<file path="src/rtl/mem_stage_bus.sv">
// bexkat1 memory stage: registered bus cycle FSM, big-endian lane steering, bus-error and ack-timeout faults.
// Optional misalignment trap enabled by defining MEM_ALIGN_CHECK_EN.
module mem_stage_bus #(
   parameter int          ADDR_W      = 32,
   parameter int          TIMEOUT_CYC = 16,
   parameter logic [31:0] FAULT_VEC   = 32'h0000_0000,
   parameter logic [31:0] ALIGN_VEC   = 32'h0000_0008
) (
   input  logic              clk_i,
   input  logic              rst_ni,
   input  logic              stall_i,
   output logic              stall_o,
   input  logic              halt_i,
   output logic              halt_o,
   input  logic [63:0]       ir_i,
   output logic [63:0]       ir_o,
   input  logic [31:0]       result_i,
   output logic [31:0]       result_o,
   input  logic [31:0]       reg_data1_i,
   input  logic [1:0]        reg_write_i,
   output logic [1:0]        reg_write_o,
   input  logic [31:0]       pc_i,
   output logic [31:0]       pc_o,
   input  logic              pc_set_i,
   output logic              pc_set_o,
   input  logic              exc_i,
   output logic              exc_o,
   output logic [1:0]        fault_o,
   output logic [ADDR_W-1:0] bus_adr,
   output logic              bus_cyc,
   output logic              bus_we,
   output logic [3:0]        bus_sel,
   output logic [31:0]       bus_out,
   input  logic [31:0]       bus_in,
   input  logic              bus_ack,
   input  logic              bus_err
);

   localparam logic [3:0] T_LOAD   = 4'hc;
   localparam logic [3:0] T_STORE  = 4'hd;
   localparam logic [7:0] TMO_LAST = 8'(TIMEOUT_CYC - 1);

   localparam logic [1:0] SZ_LONG = 2'd0;
   localparam logic [1:0] SZ_HALF = 2'd1;
   localparam logic [1:0] SZ_BYTE = 2'd2;

   localparam logic [1:0] F_NONE  = 2'd0;
   localparam logic [1:0] F_BUS   = 2'd1;
   localparam logic [1:0] F_TMO   = 2'd2;
   localparam logic [1:0] F_ALIGN = 2'd3;

   typedef enum logic [1:0] {
      ST_IDLE = 2'd0,
      ST_BUS  = 2'd1,
      ST_HOLD = 2'd2
   } state_t;

   // Size code 3 and exception fetches behave as long accesses.
   function automatic logic [1:0] norm_size(input logic [1:0] sz, input logic exc);
      logic [1:0] r;
      if (exc) begin
         r = SZ_LONG;
      end else begin
         case (sz)
            2'd1:    r = SZ_HALF;
            2'd2:    r = SZ_BYTE;
            default: r = SZ_LONG;
         endcase
      end
      return r;
   endfunction

   function automatic logic [3:0] lane_sel(input logic [1:0] sz, input logic [1:0] adr);
      logic [3:0] r;
      case (sz)
         SZ_HALF: r = adr[1] ? 4'b0011 : 4'b1100;
         SZ_BYTE: begin
            case (adr)
               2'd0:    r = 4'b1000;
               2'd1:    r = 4'b0100;
               2'd2:    r = 4'b0010;
               default: r = 4'b0001;
            endcase
         end
         default: r = 4'b1111;
      endcase
      return r;
   endfunction

   function automatic logic [31:0] store_data(input logic [1:0] sz, input logic [31:0] d);
      logic [31:0] r;
      case (sz)
         SZ_HALF: r = {d[15:0], d[15:0]};
         SZ_BYTE: r = {4{d[7:0]}};
         default: r = d;
      endcase
      return r;
   endfunction

   function automatic logic [31:0] load_extract(input logic [1:0] sz, input logic [1:0] adr,
                                                input logic [31:0] d);
      logic [31:0] r;
      case (sz)
         SZ_HALF: r = adr[1] ? {16'h0000, d[15:0]} : {16'h0000, d[31:16]};
         SZ_BYTE: begin
            case (adr)
               2'd0:    r = {24'h000000, d[31:24]};
               2'd1:    r = {24'h000000, d[23:16]};
               2'd2:    r = {24'h000000, d[15:8]};
               default: r = {24'h000000, d[7:0]};
            endcase
         end
         default: r = d;
      endcase
      return r;
   endfunction

   state_t      state_r;
   logic [7:0]  timer_r;
   logic [1:0]  size_r;
   logic [1:0]  adr_lo_r;
   logic        store_r;
   logic        exc_req_r;
   logic [31:0] data_r;
   logic [1:0]  fault_r;

   logic        mem_op_s;
   logic        store_s;
   logic [1:0]  size_s;
   logic        misalign_s;

   // Decode the incoming instruction into access attributes.
   always_comb begin
      mem_op_s = (ir_i[31:28] == T_LOAD) || (ir_i[31:28] == T_STORE) || exc_i;
      store_s  = (ir_i[31:28] == T_STORE) && !exc_i;
      size_s   = norm_size(ir_i[25:24], exc_i);
`ifdef MEM_ALIGN_CHECK_EN
      case (size_s)
         SZ_HALF: misalign_s = result_i[0];
         SZ_BYTE: misalign_s = 1'b0;
         default: misalign_s = (result_i[1:0] != 2'b00);
      endcase
`else
      misalign_s = 1'b0;
`endif
   end

   // Upstream stall: a fresh mem op stalls at once; HOLD only releases with downstream.
   always_comb begin
      stall_o = 1'b0;
      case (state_r)
         ST_IDLE: stall_o = mem_op_s;
         ST_BUS:  stall_o = 1'b1;
         ST_HOLD: stall_o = stall_i;
         default: stall_o = 1'b0;
      endcase
   end

   // Stage FSM, bus master registers and pipeline output registers.
   always_ff @(posedge clk_i or negedge rst_ni) begin
      if (!rst_ni) begin
         state_r     <= ST_IDLE;
         timer_r     <= 8'd0;
         size_r      <= 2'd0;
         adr_lo_r    <= 2'd0;
         store_r     <= 1'b0;
         exc_req_r   <= 1'b0;
         data_r      <= 32'h0000_0000;
         fault_r     <= F_NONE;
         halt_o      <= 1'b0;
         ir_o        <= 64'h0;
         result_o    <= 32'h0000_0000;
         reg_write_o <= 2'b00;
         pc_o        <= 32'h0000_0000;
         pc_set_o    <= 1'b0;
         exc_o       <= 1'b0;
         fault_o     <= F_NONE;
         bus_adr     <= '0;
         bus_cyc     <= 1'b0;
         bus_we      <= 1'b0;
         bus_sel     <= 4'b0000;
         bus_out     <= 32'h0000_0000;
      end else begin
         case (state_r)
            ST_IDLE: begin
               if (stall_i) begin
                  state_r <= ST_IDLE;
               end else if (mem_op_s) begin
                  size_r    <= size_s;
                  adr_lo_r  <= result_i[1:0];
                  store_r   <= store_s;
                  exc_req_r <= exc_i;
                  timer_r   <= 8'd0;
                  if (misalign_s) begin
                     fault_r <= F_ALIGN;
                     state_r <= ST_HOLD;
                  end else begin
                     fault_r <= F_NONE;
                     bus_adr <= result_i[ADDR_W-1:0];
                     bus_we  <= store_s;
                     bus_sel <= lane_sel(size_s, result_i[1:0]);
                     bus_out <= store_s ? store_data(size_s, reg_data1_i) : 32'h0000_0000;
                     bus_cyc <= 1'b1;
                     state_r <= ST_BUS;
                  end
               end else begin
                  halt_o      <= halt_i;
                  ir_o        <= ir_i;
                  result_o    <= result_i;
                  reg_write_o <= reg_write_i;
                  pc_o        <= pc_i;
                  pc_set_o    <= pc_set_i;
                  exc_o       <= 1'b0;
                  fault_o     <= F_NONE;
               end
            end
            ST_BUS: begin
               timer_r <= timer_r + 8'd1;
               if (bus_err) begin
                  fault_r <= F_BUS;
                  bus_cyc <= 1'b0;
                  bus_we  <= 1'b0;
                  state_r <= ST_HOLD;
               end else if (bus_ack) begin
                  data_r  <= load_extract(size_r, adr_lo_r, bus_in);
                  bus_cyc <= 1'b0;
                  bus_we  <= 1'b0;
                  state_r <= ST_HOLD;
               end else if (timer_r == TMO_LAST) begin
                  fault_r <= F_TMO;
                  bus_cyc <= 1'b0;
                  bus_we  <= 1'b0;
                  state_r <= ST_HOLD;
               end else begin
                  state_r <= ST_BUS;
               end
            end
            ST_HOLD: begin
               if (stall_i) begin
                  state_r <= ST_HOLD;
               end else begin
                  halt_o  <= halt_i;
                  ir_o    <= ir_i;
                  fault_o <= fault_r;
                  state_r <= ST_IDLE;
                  if (fault_r != F_NONE) begin
                     result_o    <= result_i;
                     reg_write_o <= 2'b00;
                     pc_o        <= (fault_r == F_ALIGN) ? ALIGN_VEC : FAULT_VEC;
                     pc_set_o    <= 1'b1;
                     exc_o       <= 1'b1;
                  end else if (exc_req_r) begin
                     result_o    <= result_i;
                     reg_write_o <= reg_write_i;
                     pc_o        <= data_r;
                     pc_set_o    <= 1'b1;
                     exc_o       <= 1'b1;
                  end else begin
                     result_o    <= store_r ? result_i : data_r;
                     reg_write_o <= reg_write_i;
                     pc_o        <= pc_i;
                     pc_set_o    <= pc_set_i;
                     exc_o       <= 1'b0;
                  end
               end
            end
            default: begin
               state_r <= ST_IDLE;
               bus_cyc <= 1'b0;
               bus_we  <= 1'b0;
            end
         endcase
      end
   end

endmodule

</file>
<file path="config.mk">
export PLATFORM = sky130hd
export DESIGN_NAME = mem_stage_bus
export DESIGN_NICKNAME = d
export VERILOG_FILES = /design/src/rtl/mem_stage_bus.sv
export SDC_FILE = /design/constraint.sdc
export NUM_CORES = 1
export LEC_CHECK = 0
export CAP_MARGIN = 5
export CORE_ASPECT_RATIO = 0.9
export CORE_MARGIN = 2
export CORE_UTILIZATION = 41
export DETAILED_ROUTE_END_ITERATION = 10
export GPL_TIMING_DRIVEN = 0
export HOLD_SLACK_MARGIN = 0.1
export PLACE_DENSITY = 0.77
export SLEW_MARGIN = 20
export SYNTH_ARGS = -nofsm -noshare
export SYNTH_HDL_FRONTEND = slang
export SYNTH_SLANG_ARGS = --single-unit
</file>
<file path="constraint.sdc">
create_clock -name clk_i -period 2 [get_ports clk_i]
set_input_delay 0.5 -clock clk_i [delete_from_list [all_inputs] [get_ports clk_i]]
set_output_delay 0.5 -clock clk_i [all_outputs]
set_load 0.01 [all_outputs]
</file>
==> flow_metrics.py <==
metrics = {
    "run_status": {
        "outcome": "complete, but fails checks",
        "violations": "negative setup slack",
    },
    "logic_synthesis": {
        "synthSimpleGateAreaFrac_pct": 20.4,
        "synthTopCellsByCount": "nand2_1, dfrtp_1, o21ai_0",
        "synth.area.mux_share_pct": 7.33,
        "synth_compound_area_share_pct": 11.1,
        "synthAdderAreaFrac_pct": 0.557,
        "synth.top_cell.area_share_pct": 56.4,
        "syn_inst": 1168,
        "seq_area_frac_synth_pct": 56.4,
        "synth-seq-cells": 253,
        "synth_edf_count": 0,
        "synth_top_family_by_area": "simple AND/OR/NAND/NOR gates",
        "async_reset_ff_share_pct": 100,
        "synth_warnings": 0,
        "synth_ff_type": "dfrtp_1",
        "synth_fp_nets": 1375,
        "synth.avg_cell_area_um2": 9.61,
        "yosysUniqueCellTypes": 50,
        "synth_top_area_cell": "dfrtp_1",
        "synth_xor_area_share_pct": 0,
        "synthTopCellsByArea": "dfrtp_1, nand2_1, mux2i_1, o21ai_0, o21ai_1",
        "syn_area_mm2": 0.0112,
        "yosysMostFrequentCell": "nand2_1",
    },
    "grt": {
        "grt.met2_usage_pct": 42.9,
        "grt_use_met3_pct": 6.43,
        "grt_max_degree": 99,
        "busiest_layer": "met2",
        "overflow": 0,
        "grt_pass1_wl_um": 59100,
        "antenna_found_initial": 2,
        "use_met1_pct": 35.2,
        "grt_usage_pct": 26.4,
        "first_global_vias": 10474,
    },
    "setup_path": {
        "critPathKind": "register to primary output",
        "cp-end-kind": "primary output",
        "critPathMaxFanout": 10,
        "cp_top_family": "flip-flops",
        "slowest_stage": "dfrtp_2",
        "r2r_setup_slack_ns": 0.07,
        "worstPathArrival_ns": 1.54,
        "r2r_start": "state_r[0]",
        "path_buf_inv": 2,
        "max_stage_delay_ns": 0.42,
        "crit_required_ns": 1.50,
        "cp_cell_sequence": "buf_8 > nor2b_4 > nand2_1 > o21ai_1 > buf_2",
        "reg2regPathDepth": 6,
        "reg2reg_to": "data_r[13]",
        "crit_path_start_kind": "register",
    },
    "power_and_ir_drop": {
        "p_leak_nw": 8.59,
        "total_power_mw": 20.4,
        "max-vdd-ir-drop_v": 0.000792,
        "powerDensity_mw_per_mm2": 1190,
    },
    "sta": {
        "setup_violations": 1,
        "slew_headroom_pct": 50.9,
        "fin_ws_ns": -0.0398,
        "grt_setup_unrepaired": "true",
        "tightest_slew_ns": 0.736,
        "fin_crit_sh_pct": 102,
        "slew_violations": 0,
        "hold_violations": 0,
        "period_needed_ns": 2.04,
        "max_freq_mhz": 490,
        "skew_ns": 0.0108,
    },
    "floorplan": {
        "dieArea_mm2": 0.0287,
        "die_h_um": 161,
        "coreArea_mm2": 0.0270,
        "row_count": 57,
        "start_util_pct": 41.6,
        "die_w_um": 178,
        "io_pins": 408,
    },
    "clocking": {
        "htreeDepth": 1,
        "cts_sinks": 253,
        "cts_tree": "done",
        "clockBufferDepth": 3,
        "cts_buffers": 29,
        "worstSkewPairLatency_ns": 0.54,
        "cts-root-buf": "clkbuf_16",
        "path_clk_slew_ns": 0.06,
    },
    "worst_hold_path": {
        "hp-start": "exc_i",
        "whs_endpoint": "exc_req_r",
        "hp-class": "primary input to register",
        "worstHoldPathCells": 2,
    },
    "placed_design": {
        "dpl_cell_area_mm2": 0.0159,
        "port_buffers": 406,
        "post-place-ws_ns": -0.764,
        "dp_hpwl_um": 28800,
        "gp_congestion": 0.925,
        "dp.cells": 1930,
    },
    "drt": {
        "post_drt_wl_per_cell_um": 19.5,
        "dr.pass1.iters": 6,
        "viasPerCell": 5.20,
        "vias": 10329,
        "drtIter0Drc": 746,
        "wl_um": 38800,
        "drc_errors": 0,
        "drtAntennaViolNets": 0,
    },
    "layout": {
        "final_nets": 1818,
        "layout-drive-gt1-share_pct": 10.2,
        "syn_to_final_growth_pct": 52.9,
        "stdcell_area_mm2": 0.0172,
        "postLayoutCoreUtil_pct": 63.7,
        "layout.cells.non_filler": 1987,
    },
    "job": {
        "drv_cap": 0,
    },
}
worst reg2reg max path, stage by stage (launching register included):
cell      delay, ns
dfrtp_2        0.38
buf_4          0.16
nand2b_1       0.14
or3b_4         0.45
buf_2          0.20
o21bai_2       0.30
o21ai_0        0.22
final cells by class:
type                            instances  area [um2]
Clock buffer                           39         823
Antenna cell                            2        5.00
Sequential cell                       253        6330
Fill cell                            2210        9800
Buffer                                 71         529
Multi-Input combinational cell        833        4590
Clock inverter                         12         188
Inverter                                9        33.8
Tap cell                              354         443
Timing Repair Buffer                  414        4220
cells by family (layout without fill, tap and decap cells):
kind of cell / Yosys count / in the layout
AND/OR/NAND/NOR: 540 / 540
flip-flops: 253 / 253
adder cells (fa/ha/maj): 5 / 5
AO/OA/AOI/OAI: 207 / 207
multiplexers: 81 / 81
buffers and inverters: 82 / 545
other: 0 / 2
through the flow:
| step | TNS (ns) | hold slack [ns] |
|---|---|---|
| after floorplan | -0.00465 | 0.204 |
| after global routing | -0.246 | 0.231 |
| final | -0.0398 | 0.247 |
| after detailed placement | -130.03 | 0.461 |
| after CTS | -0.0818 | 0.206 |
| after global placement | -2793.31 | 0.452 |
flip-flops by register name, summed over array words and instances, names as in the netlist, 2 cells and up:
register and flops:
state_r 2, fault_r 2, reg_write_o 2, result_o 32
pc_o 32, size_r 2, bus_adr 32, bus_sel 4
fault_o 2, ir_o 64, bus_out 32, data_r 32
timer_r 8
where the power goes:
| group | total, mW | internal [mW] | switching (mW) |
|---|---|---|---|
| Combinational | 6.96 | 3.62 | 3.34 |
| Sequential | 7.85 | 6.73 | 1.13 |
| Clock | 5.62 | 3.50 | 2.11 |
per-layer routing:
layer,wire length (um),vias up
li1,-,4793
met1,16300,5045
met2,18400,408
met3,2940,83
met4,1210,0
met5,0,-
worst max-delay path by stage:
stage | startpoint | endpoint | slack, ns | cells after the start
after floorplan | exc_i | bus_sel[0] | -0.005 | 7
after global placement | rst_ni | ir_o[50] | -10.57 | 1
after detailed placement | ir_i[29] | pc_o[23] | -0.76 | 6
after CTS | state_r[0] | stall_o | -0.08 | 5
after global routing | state_r[0] | stall_o | -0.10 | 5
final | state_r[0] | stall_o | -0.04 | 5
what timing repair did:
| action | 4_1_cts | 5_1_grt |
|---|---|---|
| setup buffers | 3 | 2 |
| resized for setup | 49 | 86 |
| setup endpoints to repair | 130 | 299 |
| hold buffers | 1 | 0 |
| pin swaps | 3 | 5 |
| endpoints found under the hold margin | 73 | 0 |
layout by cell type, fill, tap and decap left out, types with 3 or more instances in the layout:
master           instances
dfrtp_1                251
nand2_1                458
nor2b_1                 19
a221oi_2                 7
clkbuf_8                 9
bufinv_16                5
clkinv_2                 6
clkdlybuf4s50_1        359
inv_1                    9
nor2_1                   5
buf_8                    3
or3_1                    6
o31ai_1                 20
o21ai_1                 56
nor3b_2                  6
or4_1                    3
mux2_2                   9
buf_4                    8
nand3_1                  5
clkbuf_4                 7
nand2b_1                11
a21o_1                   3
a21oi_1                 16
clkbuf_2                11
clkbuf_1                15
dlygate4sd2_1           18
ha_1                     3
buf_6                   17
buf_2                   17
a222oi_1                 8
dlymetal6s2s_1          27
clkbuf_16               29
a22o_1                   9
o21ai_0                 72
mux2i_1                 71
nor3_1                   3
Note: power is estimated with default switching activity, not from simulation.
